$ cat src/rtl/game_seq_ctrl_if.sv
// Bundles the sequencer's input strobes/levels and its registered game outputs.
// master drives the inputs and observes the outputs; slave is the sequencer side.
interface game_seq_ctrl_if;
  logic        frame_tick;
  logic        btn_up;
  logic        btn_down;
  logic        collide;
  logic [1:0]  state;
  logic        freeze;
  logic [5:0]  dino_y;
  logic        crouch;
  logic        scroll_tick;
  logic [1:0]  speed_lvl;
  logic [16:0] score;
  logic        game_clr;
  logic [16:0] hiscore;

  modport master (
    output frame_tick, btn_up, btn_down, collide,
    input  state, freeze, dino_y, crouch, scroll_tick, speed_lvl, score, game_clr, hiscore
  );

  modport slave (
    input  frame_tick, btn_up, btn_down, collide,
    output state, freeze, dino_y, crouch, scroll_tick, speed_lvl, score, game_clr, hiscore
  );
endinterface

$ cat src/rtl/game_seq_ctrl.sv
// Dino game sequencer: life cycle, jump trajectory, scroll ticks, score/speed; GAME_HISCORE_EN adds a best-score register.
// Latency: every output registered, 1 clk after the causing input edge or frame_tick.
// Backpressure: none; work is paced by frame_tick and consumers must accept every pulse.
module game_seq_ctrl #(
  parameter int JUMP_MAX     = 48,
  parameter int JUMP_STEP    = 4,
  parameter int HANG_FRAMES  = 4,
  parameter int BASE_DIV     = 4,
  parameter int SCORE_FRAMES = 6,
  parameter int SPEED_STEP   = 100,
  parameter int MAX_LVL      = 3,
  parameter int DEAD_HOLD    = 60
) (
  input logic            clk,
  input logic            rst_n,
  game_seq_ctrl_if.slave bus
);

  localparam int HGW = $clog2(HANG_FRAMES + 1);
  localparam int DVW = $clog2(BASE_DIV + 1);
  localparam int SFW = $clog2(SCORE_FRAMES + 1);
  localparam int SSW = $clog2(SPEED_STEP + 1);
  localparam int DHW = $clog2(DEAD_HOLD + 1);

  localparam logic [5:0]  JMAX      = 6'(JUMP_MAX);
  localparam logic [5:0]  JSTEP     = 6'(JUMP_STEP);
  localparam logic [16:0] SCORE_MAX = 17'd99999;

  typedef enum logic [1:0] {ST_IDLE = 2'd0, ST_RUN = 2'd1, ST_DEAD = 2'd2, ST_OVER = 2'd3} game_st_t;
  typedef enum logic [1:0] {JP_GROUND, JP_RISE, JP_HANG, JP_FALL} jump_ph_t;

  game_st_t         st_q, st_nxt;
  jump_ph_t         jp_q, jp_nxt;
  logic [5:0]       dino_q, dino_nxt;
  logic [HGW-1:0]   hang_q, hang_nxt;

  logic             btn_up_q;
  logic             jump_req_q;
  logic [DVW-1:0]   frame_cnt_q;
  logic [DVW-1:0]   div_lim_q;
  logic [SFW-1:0]   score_cnt_q;
  logic [SSW-1:0]   step_cnt_q;
  logic [16:0]      score_q;
  logic [1:0]       speed_q;
  logic [DHW-1:0]   dead_cnt_q;
  logic             scroll_q;
  logic             clr_q;
  logic             freeze_q;
  logic             crouch_q;

  logic             rise, start, run_ok, run_frame, dead_done, jump_go;
  logic             score_wrap, score_inc, lvl_up;
  logic [1:0]       speed_new;

  always_comb begin
    rise      = bus.btn_up & ~btn_up_q;
    start     = rise & ((st_q == ST_IDLE) | (st_q == ST_OVER));
    // A colliding clk freezes everything, even if frame_tick lands on it.
    run_ok    = (st_q == ST_RUN) & ~bus.collide;
    run_frame = run_ok & bus.frame_tick;
    dead_done = (st_q == ST_DEAD) & bus.frame_tick & (dead_cnt_q == DHW'(DEAD_HOLD - 1));

    score_wrap = run_frame & (score_cnt_q == SFW'(SCORE_FRAMES - 1));
    score_inc  = score_wrap & (score_q != SCORE_MAX);
    lvl_up     = score_inc & (step_cnt_q == SSW'(SPEED_STEP - 1)) & (speed_q != 2'(MAX_LVL));
    speed_new  = speed_q + 2'(lvl_up);
  end

  always_comb begin
    st_nxt = st_q;
    case (st_q)
      ST_IDLE: if (start)       st_nxt = ST_RUN;
      ST_RUN:  if (bus.collide) st_nxt = ST_DEAD;
      ST_DEAD: if (dead_done)   st_nxt = ST_OVER;
      ST_OVER: if (start)       st_nxt = ST_RUN;
      default:                  st_nxt = ST_IDLE;
    endcase
  end

  always_comb begin
    jp_nxt   = jp_q;
    dino_nxt = dino_q;
    hang_nxt = hang_q;
    jump_go  = 1'b0;
    if (start) begin
      jp_nxt   = JP_GROUND;
      dino_nxt = '0;
      hang_nxt = '0;
    end else if (run_frame) begin
      case (jp_q)
        JP_GROUND: begin
          if (jump_req_q) begin
            jp_nxt   = JP_RISE;
            dino_nxt = JSTEP;
            jump_go  = 1'b1;
          end
        end
        JP_RISE: begin
          if (dino_q >= JMAX - JSTEP) begin
            jp_nxt   = JP_HANG;
            dino_nxt = JMAX;
            hang_nxt = '0;
          end else begin
            dino_nxt = dino_q + JSTEP;
          end
        end
        JP_HANG: begin
          if (hang_q == HGW'(HANG_FRAMES - 1)) jp_nxt = JP_FALL;
          else                                 hang_nxt = hang_q + 1'b1;
        end
        JP_FALL: begin
          if (dino_q <= JSTEP) begin
            jp_nxt   = JP_GROUND;
            dino_nxt = '0;
          end else begin
            dino_nxt = dino_q - JSTEP;
          end
        end
        default: jp_nxt = JP_GROUND;
      endcase
    end
  end

  always_ff @(posedge clk or negedge rst_n) begin
    if (!rst_n) begin
      st_q     <= ST_IDLE;
      jp_q     <= JP_GROUND;
      dino_q   <= '0;
      hang_q   <= '0;
      freeze_q <= 1'b1;
      crouch_q <= 1'b0;
    end else begin
      st_q     <= st_nxt;
      jp_q     <= jp_nxt;
      dino_q   <= dino_nxt;
      hang_q   <= hang_nxt;
      freeze_q <= (st_nxt != ST_RUN);
      crouch_q <= bus.btn_down & (st_nxt == ST_RUN) & (jp_nxt == JP_GROUND);
    end
  end

  always_ff @(posedge clk or negedge rst_n) begin
    if (!rst_n) begin
      btn_up_q    <= 1'b0;
      jump_req_q  <= 1'b0;
      frame_cnt_q <= '0;
      div_lim_q   <= DVW'(BASE_DIV - 1);
      score_cnt_q <= '0;
      step_cnt_q  <= '0;
      score_q     <= '0;
      speed_q     <= '0;
      dead_cnt_q  <= '0;
      scroll_q    <= 1'b0;
      clr_q       <= 1'b0;
    end else begin
      btn_up_q <= bus.btn_up;
      clr_q    <= start;
      scroll_q <= 1'b0;
      if (start) begin
        jump_req_q  <= 1'b0;
        frame_cnt_q <= '0;
        div_lim_q   <= DVW'(BASE_DIV - 1);
        score_cnt_q <= '0;
        step_cnt_q  <= '0;
        score_q     <= '0;
        speed_q     <= '0;
        dead_cnt_q  <= '0;
      end else if (run_ok) begin
        // Only a rise seen on the ground arms a jump; airborne rises are dropped.
        if (jump_go)
          jump_req_q <= 1'b0;
        else if (rise && !bus.btn_down && jp_q == JP_GROUND)
          jump_req_q <= 1'b1;
        if (bus.frame_tick) begin
          if (frame_cnt_q >= div_lim_q) begin
            frame_cnt_q <= '0;
            scroll_q    <= 1'b1;
            div_lim_q   <= DVW'(BASE_DIV - 1) - DVW'(speed_new);
          end else begin
            frame_cnt_q <= frame_cnt_q + 1'b1;
          end
          if (score_wrap) score_cnt_q <= '0;
          else            score_cnt_q <= score_cnt_q + 1'b1;
          if (score_inc) begin
            score_q    <= score_q + 17'd1;
            step_cnt_q <= (step_cnt_q == SSW'(SPEED_STEP - 1)) ? '0 : step_cnt_q + 1'b1;
          end
          speed_q <= speed_new;
        end
      end else if (st_q == ST_DEAD && bus.frame_tick) begin
        dead_cnt_q <= dead_done ? '0 : dead_cnt_q + 1'b1;
      end
    end
  end

`ifdef GAME_HISCORE_EN
  logic [16:0] hiscore_q;

  always_ff @(posedge clk or negedge rst_n) begin
    if (!rst_n)
      hiscore_q <= '0;
    else if (st_q == ST_RUN && bus.collide && score_q > hiscore_q)
      hiscore_q <= score_q;
  end

  assign bus.hiscore = hiscore_q;
`else
  assign bus.hiscore = '0;
`endif

  assign bus.state       = st_q;
  assign bus.freeze      = freeze_q;
  assign bus.dino_y      = dino_q;
  assign bus.crouch      = crouch_q;
  assign bus.scroll_tick = scroll_q;
  assign bus.speed_lvl   = speed_q;
  assign bus.score       = score_q;
  assign bus.game_clr    = clr_q;

endmodule
$ cat src/flat_wrapper.sv
// flat-port wrapper written by rule: the top's interface ports become plain ports
module game_seq_ctrl_flat 
#(
  parameter int JUMP_MAX     = 48,
  parameter int JUMP_STEP    = 4,
  parameter int HANG_FRAMES  = 4,
  parameter int BASE_DIV     = 4,
  parameter int SCORE_FRAMES = 6,
  parameter int SPEED_STEP   = 100,
  parameter int MAX_LVL      = 3,
  parameter int DEAD_HOLD    = 60
)
  (clk, rst_n, bus_frame_tick, bus_btn_up, bus_btn_down, bus_collide, bus_state, bus_freeze, bus_dino_y, bus_crouch, bus_scroll_tick, bus_speed_lvl, bus_score, bus_game_clr, bus_hiscore);
  game_seq_ctrl_if bus_i ();
  input logic clk;
  input logic rst_n;
  input wire logic [$bits(bus_i.frame_tick)-1:0] bus_frame_tick;
  input wire logic [$bits(bus_i.btn_up)-1:0] bus_btn_up;
  input wire logic [$bits(bus_i.btn_down)-1:0] bus_btn_down;
  input wire logic [$bits(bus_i.collide)-1:0] bus_collide;
  output wire logic [$bits(bus_i.state)-1:0] bus_state;
  output wire logic [$bits(bus_i.freeze)-1:0] bus_freeze;
  output wire logic [$bits(bus_i.dino_y)-1:0] bus_dino_y;
  output wire logic [$bits(bus_i.crouch)-1:0] bus_crouch;
  output wire logic [$bits(bus_i.scroll_tick)-1:0] bus_scroll_tick;
  output wire logic [$bits(bus_i.speed_lvl)-1:0] bus_speed_lvl;
  output wire logic [$bits(bus_i.score)-1:0] bus_score;
  output wire logic [$bits(bus_i.game_clr)-1:0] bus_game_clr;
  output wire logic [$bits(bus_i.hiscore)-1:0] bus_hiscore;
  assign bus_i.frame_tick = bus_frame_tick;
  assign bus_i.btn_up = bus_btn_up;
  assign bus_i.btn_down = bus_btn_down;
  assign bus_i.collide = bus_collide;
  assign bus_state = bus_i.state;
  assign bus_freeze = bus_i.freeze;
  assign bus_dino_y = bus_i.dino_y;
  assign bus_crouch = bus_i.crouch;
  assign bus_scroll_tick = bus_i.scroll_tick;
  assign bus_speed_lvl = bus_i.speed_lvl;
  assign bus_score = bus_i.score;
  assign bus_game_clr = bus_i.game_clr;
  assign bus_hiscore = bus_i.hiscore;
  game_seq_ctrl #(.JUMP_MAX(JUMP_MAX), .JUMP_STEP(JUMP_STEP), .HANG_FRAMES(HANG_FRAMES), .BASE_DIV(BASE_DIV), .SCORE_FRAMES(SCORE_FRAMES), .SPEED_STEP(SPEED_STEP), .MAX_LVL(MAX_LVL), .DEAD_HOLD(DEAD_HOLD)) u_core (.clk(clk), .rst_n(rst_n), .bus(bus_i));
endmodule
$ cat config.mk
export PLATFORM = sky130hd
export DESIGN_NAME = game_seq_ctrl_flat
export DESIGN_NICKNAME = d
export VERILOG_FILES = /design/src/rtl/game_seq_ctrl_if.sv /design/src/rtl/game_seq_ctrl.sv /design/src/flat_wrapper.sv
export SDC_FILE = /design/constraint.sdc
export NUM_CORES = 1
export LEC_CHECK = 0
export BUFFER_PORTS_ARGS = -buffer_cell sky130_fd_sc_hd__buf_2
export CAP_MARGIN = 10
export CORE_ASPECT_RATIO = 1.25
export CORE_UTILIZATION = 35
export DETAILED_ROUTE_END_ITERATION = 8
export GPL_TIMING_DRIVEN = 0
export HOLD_SLACK_MARGIN = 0.1
export RECOVER_POWER = 100
export SLEW_MARGIN = 20
export SYNTH_ARGS = -nofsm -noshare
export SYNTH_HDL_FRONTEND = slang
export SYNTH_SLANG_ARGS = --single-unit
$ cat constraint.sdc
create_clock -name clk -period 2.9 [get_ports clk]
set_input_delay 0.29 -clock clk [delete_from_list [all_inputs] [get_ports clk]]
set_output_delay 0.29 -clock clk [all_outputs]
set_load 0.005 [all_outputs]
* After elaboration in Yosys (flattened, before gate mapping) *
Index checks and enable logic that the tools add are counted.
W data, S select, Z words.

storage, ports and cells
  register bits after elaboration = 60
  bits of input ports = 6
  output and inout bits = 48
  logic and storage cells = 149

cells by class
  add/subtract/negate cells = 10
  magnitude comparators = 3
  eq/ne operators = 18
  multiplexer cells = 62
  bitwise gates (word level) = 15
  reductions and logical operators = 24

operator list
  cell                     number
  $mux W17                 4
  $mux W6                  9
  $mux W3                  16
  $mux W7                  5
  $mux W2                  12
  $pmux W6 S3              1
  $add A17 B1 Y17 const B  1
  $ne A17 B17 Y1 const B   1
  $and A1 B1 Y1            12
  $mux W1                  12
  $reduce_bool A2 Y1       6
  $add A3 B1 Y3 const B    3
  $reduce_and A3 Y1        3
  $eq A2 B2 Y1 const B     4
  $pmux W2 S4              1
  $add A7 B1 Y7 const B    1
  $eq A7 B7 Y1 const B     1
  $add A6 B1 Y6 const B    1
  $add A6 B3 Y6 const B    1
  $eq A2 B1 Y1 const B     3
  $eq A6 B6 Y1 const B     1
  $ge A6 B6 Y1 const B     1
  $le A6 B3 Y1 const B     1
  $logic_not A2 Y1         3
  21 further kinds         29

* Depth between registers and ports, before layout *
Gate-level depths: netlist of the first run.

  depth in word-level cells = 13
  gate-level depth with buffers = 10
  mapped depth without buffers = 9

* Worst setup path after synthesis of the first run *
OpenSTA, ideal clock, no wires.

  path type = flip-flop to flip-flop
  from = register u_core.score_q[8] (netlist: u_core.bus.score[8])
  to = register u_core.speed_q[1] (netlist: u_core.bus.speed_lvl[1])
  setup time = 0.132 ns
  arrival time = 2.003 ns
  required time = 2.768 ns
  slack = 0.765 ns
  stages on the path, launching flop included = 9
  buffers on the path = 1
  clock period less this slack = 2.135 ns
  path through = dfrtp_1 or4_4 nor4_4 buf_4 a2111oi_0 ha_1 nand2_1 xor2_1 nor2_1

on the way
  longest elaborated chain between the ends = 8

ends and longest elaborated chain
  item                         RTL line              source
  start, declared              game_seq_ctrl.sv:43   logic [16:0] score_q;
  start signal, assigned       game_seq_ctrl.sv:185  score_q <= score_q + 17'd1;
  $ne A17 B17 Y1               game_seq_ctrl.sv:64   score_inc = score_wrap & (score_q != SCORE_MAX);
  $and A1 B1 Y1                game_seq_ctrl.sv:64
  $and A1 B1 Y1 (2 in series)  game_seq_ctrl.sv:65   lvl_up = score_inc & (step_cnt_q == SSW'(SPEED_STEP - 1)) & (speed_q != 2'(MAX_LVL));
  $add A2 B1 Y2                game_seq_ctrl.sv:66   speed_new = speed_q + 2'(lvl_up);
  $mux W2                      game_seq_ctrl.sv:174  if (bus.frame_tick) begin
  $mux W2                      game_seq_ctrl.sv:168  end else if (run_ok) begin
  $mux W2                      game_seq_ctrl.sv:159  if (start) begin
  end signal, assigned         game_seq_ctrl.sv:188  speed_q <= speed_new;
  end, declared                game_seq_ctrl.sv:44   logic [1:0] speed_q;

Every way passes these cells. The select of a mux whose other input is x is not followed.
A chain may end at the register's enable or synchronous reset.

* Worst setup path in the final report of the first run *
  from = register u_core.st_q[0] (netlist: u_core.bus.state[0])
  to = register u_core.frame_cnt_q[2]

on the way
  longest elaborated chain between the ends = 5
  elaborated cells on any way between the ends = 10
  classes of those cells = eq/ne (2); mux (1); bitwise (3); reduce/logical (4)

ends and longest elaborated chain
  item                                                     RTL line              source
  start, declared                                          game_seq_ctrl.sv:32   game_st_t st_q, st_nxt;
  start signal, assigned                                   game_seq_ctrl.sv:133  st_q <= st_nxt;
  $eq A2 B2 Y1 / $logic_not A2 Y1 (equally long branches)  game_seq_ctrl.sv:57   start = rise & ((st_q == ST_IDLE) | (st_q == ST_OVER));
  $or A1 B1 Y1                                             game_seq_ctrl.sv:57
  $and A1 B1 Y1                                            game_seq_ctrl.sv:57
  $reduce_bool A2 Y1 (no line)                             --
  $reduce_and A2 Y1 (no line)                              --
  end signal, assigned                                     game_seq_ctrl.sv:180  frame_cnt_q <= frame_cnt_q + 1'b1;
  end, declared                                            game_seq_ctrl.sv:39   logic [DVW-1:0] frame_cnt_q;

Several ways; a longest one is shown, not always the timed one.

==> results of run 1 <==
[placed cells by master (no fill, tap or decap), drive strengths merged, types with 3 or more instances in the layout]
cell	n
xor2	10
clkbuf	33
nand2	33
nand4	6
nor2b	5
nand4b	3
nor2	43
o21ai	12
nand3	16
nor3	14
ha	22
and4	3
dfstp	3
nor4	7
nand3b	6
conb	19
dfrtp	54
xnor2	9
o211ai	3
buf	41
a21oi	21
inv	15
nand2b	8
nor3b	4
mux2i	3
[routing by layer]
metal | global-route usage | up-vias | wire length [um]
li1 | - | 1366 | -
met1 | 0.2209 | 1336 | 3365
met2 | 0.2545 | 63 | 3668
met3 | 0.02978 | 6 | 322
met4 | 0.06138 | 0 | 76
met5 | 0 | - | 0
[path summary, 6_finish.rpt]
check | endpoint | slack, ns | depth (start not counted)
setup / recovery | u_core.frame_cnt_q[2] | 0.36 | 7
hold / removal | u_core.bus.crouch | 0.22 | 3
setup reg to reg | u_core.frame_cnt_q[2] | 0.36 | 7
hold reg to reg | u_core.div_lim_q[1] | 0.52 | 2
max in group asynchronous | u_core.bus.dino_y[2] | 1.17 | 2
min in group asynchronous | u_core.bus.state[0] | 0.85 | 2
[worst max-delay path, stage by stage (launching register included)]
cell	delay, ns
dfrtp_1	0.39
inv_1	0.09
ha_1	0.32
nand3b_1	0.31
inv_1	0.24
clkbuf_1	0.41
clkbuf_1	0.50
nor2_1	0.11
[state kept, by name (all words and copies together), names as in the netlist]
name,flops
u_core.hang_q,3
u_core.jp_q,2
u_core.bus.scroll_tick,1
u_core.bus.score,17
u_core.bus.freeze,1
u_core.bus.state,2
u_core.step_cnt_q,7
u_core.bus.dino_y,4
u_core.bus.crouch,1
u_core.frame_cnt_q,3
u_core.score_cnt_q,3
u_core.dead_cnt_q,6
u_core.bus.game_clr,1
u_core.jump_req_q,1
u_core.div_lim_q,2
u_core.bus.speed_lvl,2
u_core.btn_up_q,1
[logic make-up (layout without fill, tap and decap cells)]
logic type / count (synthesis) / count (layout) / synth area share
compound gates: 59 / 59 / 0.1137
xor+xnor: 19 / 19 / 0.04976
fa+ha+maj: 22 / 22 / 0.08230
buf+inv: 44 / 96 / 0.07183
flops: 57 / 57 / 0.4276
mux: 3 / 3 / 0.008979
other cells: 1 / 19 / 0.001121
simple gates: 156 / 156 / 0.2447
[repair_timing]
item	4_1_cts	5_1_grt
endpoints found under the hold margin	55	0
setup buffers	0	0
setup endpoints to repair	0	0
hold buffers	2	0
[layout make-up]
type                            instances  area, um^2
Clock buffer                           11       252.7
Tap cell                              123       153.9
Inverter                               15       56.30
Sequential cell                        57        1430
Buffer                                 29       183.9
Fill cell                             931        5165
Clock inverter                          5       77.57
Timing Repair Buffer                   36       175.2
Multi-Input combinational cell        278        1728
[through the flow]
| stage | util | power (W) | instances |
|---|---|---|---|
| global placement | 0.4051 | 0.001447 | 536 |
| finish | 0.4400 | 0.002608 | 554 |
| detailed placement | 0.4054 | 0.001463 | 536 |
| floorplan | - | 0.001305 | 379 |
| CTS | 0.4434 | 0.002637 | 554 |
| global route | 0.4400 | 0.002751 | 554 |
[report_power, final]
part | switching, W | total, W | leakage, nW | internal, W
clock network | 0.000367 | 0.00116 | 0.162 | 0.000795
logic | 0.000308 | 0.000493 | 0.992 | 0.000184
registers | 0.0000773 | 0.000954 | 0.775 | 0.000876
==> flow_summary.yaml, run 1 <==
cts:
  h-tree-depth: 3
  path_clk_slew_ns: 0.05
  clock-sinks: 57
  root_buffer: "clkbuf_16"
  cts_buffer_depth: 2
  clk_latency_ns: 0.32
  cts_resized: 0
  cts_buffers: 9
  cts_tree: "built"
layout:
  final_area_um2: 4058
  drive_gt1_frac: 0.1462
  layout.nets: 454
  antennaDiodeCount: 0
  syn2layout_area_growth_pct: 21.32
global_routing:
  grt_pass1_vias: 2587
  antenna_found_initial: 0
  grt.overflow.total: 0
  track_usage: 0.1626
  grt_max_degree: 58
  grt_pass1_wl_mm: 12.54
worst_setup_path:
  cp_data_arrival_time_ns: 2.71
  crit_required_ns: 3.08
  cp-start-kind: "flop"
  critPathKind: "flop to flop"
  cp-end-kind: "flop"
  crit_fanout: 10
  reg2reg_from: "u_core.bus.state[0]"
  worstSetupStartpoint: "u_core.bus.state[0]"
placement:
  place_ws_ns: 0.3100
  hpwl_mm: 5.215
  place.gp.congestion: 0.8258
  port_buffers: 34
  placed_area_um2: 3739
floorplanning:
  io_pins: 54
  die_area_um2: 9953
  die_x_um: 89.43
  start_util: 0.3626
  rows: 39
  core-area_um2: 9223
  die_h_um: 111.3
synth:
  synth_async_sr_flop_share: 1.000
  synth_commonest_cells: "54 x dfrtp_1, 42 x nor2_1, 33 x nand2_1"
  synth_area_per_cell_um2: 9.264
  syn-cell-area_um2: 3344
  yosysMostFrequentCell: "dfrtp_1"
  ys_seq_area_frac: 0.4276
  synth-main-ff-cell: "dfrtp_1"
  syn_inst: 361
  netlist_top_cells_area: "dfrtp_1 40%, ha_1 8.2%, nor2_1 4.7%"
  synth_top_area_frac: 0.4040
  synth_enable_flop_cells: 0
  yosysTopAreaCell: "dfrtp_1"
  yosysWarnings: 0
  synth-seq-cells: 57
  ys_types: 55
drt:
  remaining_drc_errors: 0
  drt_first_pass_iters: 4
  vias: 2771
  wl_per_cell_um: 13.42
  via_per_inst: 5.002
  wl_mm: 7.433
  drt-initial-drc-count: 168
  ant_nets: 0
timing:
  maxSlewHeadroom: 0.03257
  hold_ws_ns: 0.2178
  final-hold-violation-count: 0
  setup_tns_ns: 0
  fmax_ghz: 0.3944
  grt_setup_unrepaired: "no"
  worst_clock_skew_ns: 0.006839
  setup_viol: 0
  tightest_slew_ns: 1.451
  finalMaxSlewViolations: 0
  period_share: 0.8744
  layout_min_cycle_time_ns: 2.536
  fin_ws_ns: 0.3642
flow_run:
  cap_violations: 0
power_and_ir_drop:
  p_leak_nw: 1.929
  power_density_nw_per_um2: 642.7
  power.ir.vdd_worst_v: 0.0003306
status:
  status: "complete, no violations"
worst_hold_path:
  hold_start: "bus_btn_down"
  hp-class: "primary input to flop"
Note: power is estimated with default switching activity, not from simulation.
==> inputs of run 2 (changes only) <==
- CTS_BUF_LIST: not set -> sky130_fd_sc_hd__clkbuf_4 sky130_fd_sc_hd__clkbuf_8
==> flow_summary.yaml, run 2 (synthesis gave the netlist of run 1 again) <==
cts:
  clock-sinks: 57
  hold_buffers: 2
  h-tree-depth: 3
  cts_resized: 0
  cts_buffers: 9
  cts_tree: "built"
  cts_buffer_depth: 2
  path_clk_slew_ns: 0.07
  root_buffer: "clkbuf_8"
  cts_setup_buffers: 0
  clk_latency_ns: 0.33
global_routing:
  antenna_found_initial: 0
  track_usage: 0.1616
  grt_pass1_wl_mm: 12.32
  grt_pass1_vias: 2563
  grt_max_degree: 58
  grt.overflow.total: 0
timing:
  finalMaxSlewViolations: 0
  period_share: 0.8877
  hold_ws_ns: 0.2055
  grt_setup_unrepaired: "no"
  final-hold-violation-count: 0
  tightest_slew_ns: 1.415
  setup_tns_ns: 0
  worst_clock_skew_ns: 0.009119
  maxSlewHeadroom: 0.05648
  fmax_ghz: 0.3884
  setup_viol: 0
  layout_min_cycle_time_ns: 2.574
power_and_ir_drop:
  clockPowerShare: 0.372
  power.ir.vdd_worst_v: 0.0003088
  switchingPower_w: 0.0007138
  p_total_w: 0.002301
  power_density_nw_per_um2: 581.6
  combPwrFrac: 0.215
  switching_share: 0.3102
  p_leak_nw: 1.882
  pwr-share-seq: 0.414
  p_int_w: 0.001587
layout:
  drive_gt1_frac: 0.1462
  largest_register_ffs: 17
  final_cell_mix: "54 x dfrtp_1, 43 x nor2_1, 33 x nand2_1, 22 x ha_1"
  utilization: 0.4290
  nFillCells: 944
  instances_no_fill: 554
  antennaDiodeCount: 0
  syn2layout_area_growth_pct: 18.29
  layout.nets: 454
  mostFrequentLayoutCell: "dfrtp_1"
floorplanning:
  core-area_um2: 9223
  die_h_um: 111.3
  die_x_um: 89.43
  io_pins: 54
  die_area_um2: 9953
  start_util: 0.3626
  rows: 39
placement:
  dp.cells: 536
  hpwl_mm: 5.215
  place.gp.congestion: 0.8258
  port_buffers: 34
flow_run:
  cap_violations: 0
drt:
  drt_first_pass_iters: 4
  ant_nets: 0
  drt-initial-drc-count: 151
  remaining_drc_errors: 0
  vias: 2742
  wl_per_cell_um: 13.19
  wl_mm: 7.308
  via_per_inst: 4.949
worst_setup_path:
  cp-end-kind: "flop"
  crit_fanout: 10
  cp_data_arrival_time_ns: 2.77
  r2r_setup_slack_ns: 0.33
  critPathKind: "flop to flop"
  crit_required_ns: 3.10
  cp-start-kind: "flop"
status:
  status: "complete, no violations"
worst_hold_path:
  hp-class: "primary input to flop"
==> run 2: cell type report <==
type / instances / area (um^2) / area share
multi-input cells: 278 / 1728 / 0.4368
flip-flops and latches: 57 / 1430 / 0.3615
plain buffers: 29 / 183.9 / 0.04649
repair buffers: 36 / 175.2 / 0.04428
well taps: 123 / 153.9 / 0.03890
clock buffers: 11 / 151.4 / 0.03827
clock inverters: 5 / 77.57 / 0.01961
inverters: 15 / 56.30 / 0.01423
==> run 2: worst paths after layout <==
kind,startpoint,endpoint,cells after the start
max in group asynchronous,rst_n,u_core.bus.score[7],2
worst max-delay path,u_core.bus.state[0],u_core.step_cnt_q[4],7
worst min-delay path,bus_btn_down,u_core.bus.crouch,3
worst max register to register,u_core.bus.state[0],u_core.step_cnt_q[4],7
min in group asynchronous,rst_n,u_core.bus.state[0],2
worst min register to register,u_core.div_lim_q[0],u_core.div_lim_q[0],2
==> run 2: per-stage QoR <==
stage | cell area, um^2 | setup slack [ns]
final | 3956 | 0.3255
after global routing | 3956 | 0.1153
after CTS | 3988 | 0.2853
after detailed placement | 3739 | 0.3100
after global placement | 3736 | 0.3346
after floorplan | 3412 | 0.7651
==> run 2: metal layers <==
metal,part of all wire,GRT usage,up-vias
li1,-,-,1361
met1,0.45,0.2101,1324
met2,0.50,0.2545,48
met3,0.034,0.04095,9
met4,0.016,0.06243,0
met5,0,0,-
==> run 2: power groups by stage <==
stage	Combinational (W)	Sequential, W	Clock [W]
2_1_floorplan	0.000349	0.000956	0
3_5_place_dp	0.000496	0.000966	0
5_1_grt	0.000573	0.000965	0.000909
3_3_place_gp	0.000484	0.000963	0
4_1_cts	0.000506	0.000953	0.000872
6_report	0.000494	0.000952	0.000855
==> run 2: worst max-delay path, stage by stage, from the launching register on <==
cell      delay (ns)
dfrtp_1         0.40
inv_1           0.09
ha_1            0.33
nand3b_1        0.31
inv_1           0.24
clkbuf_1        0.42
clkbuf_1        0.54
nor2_1          0.11
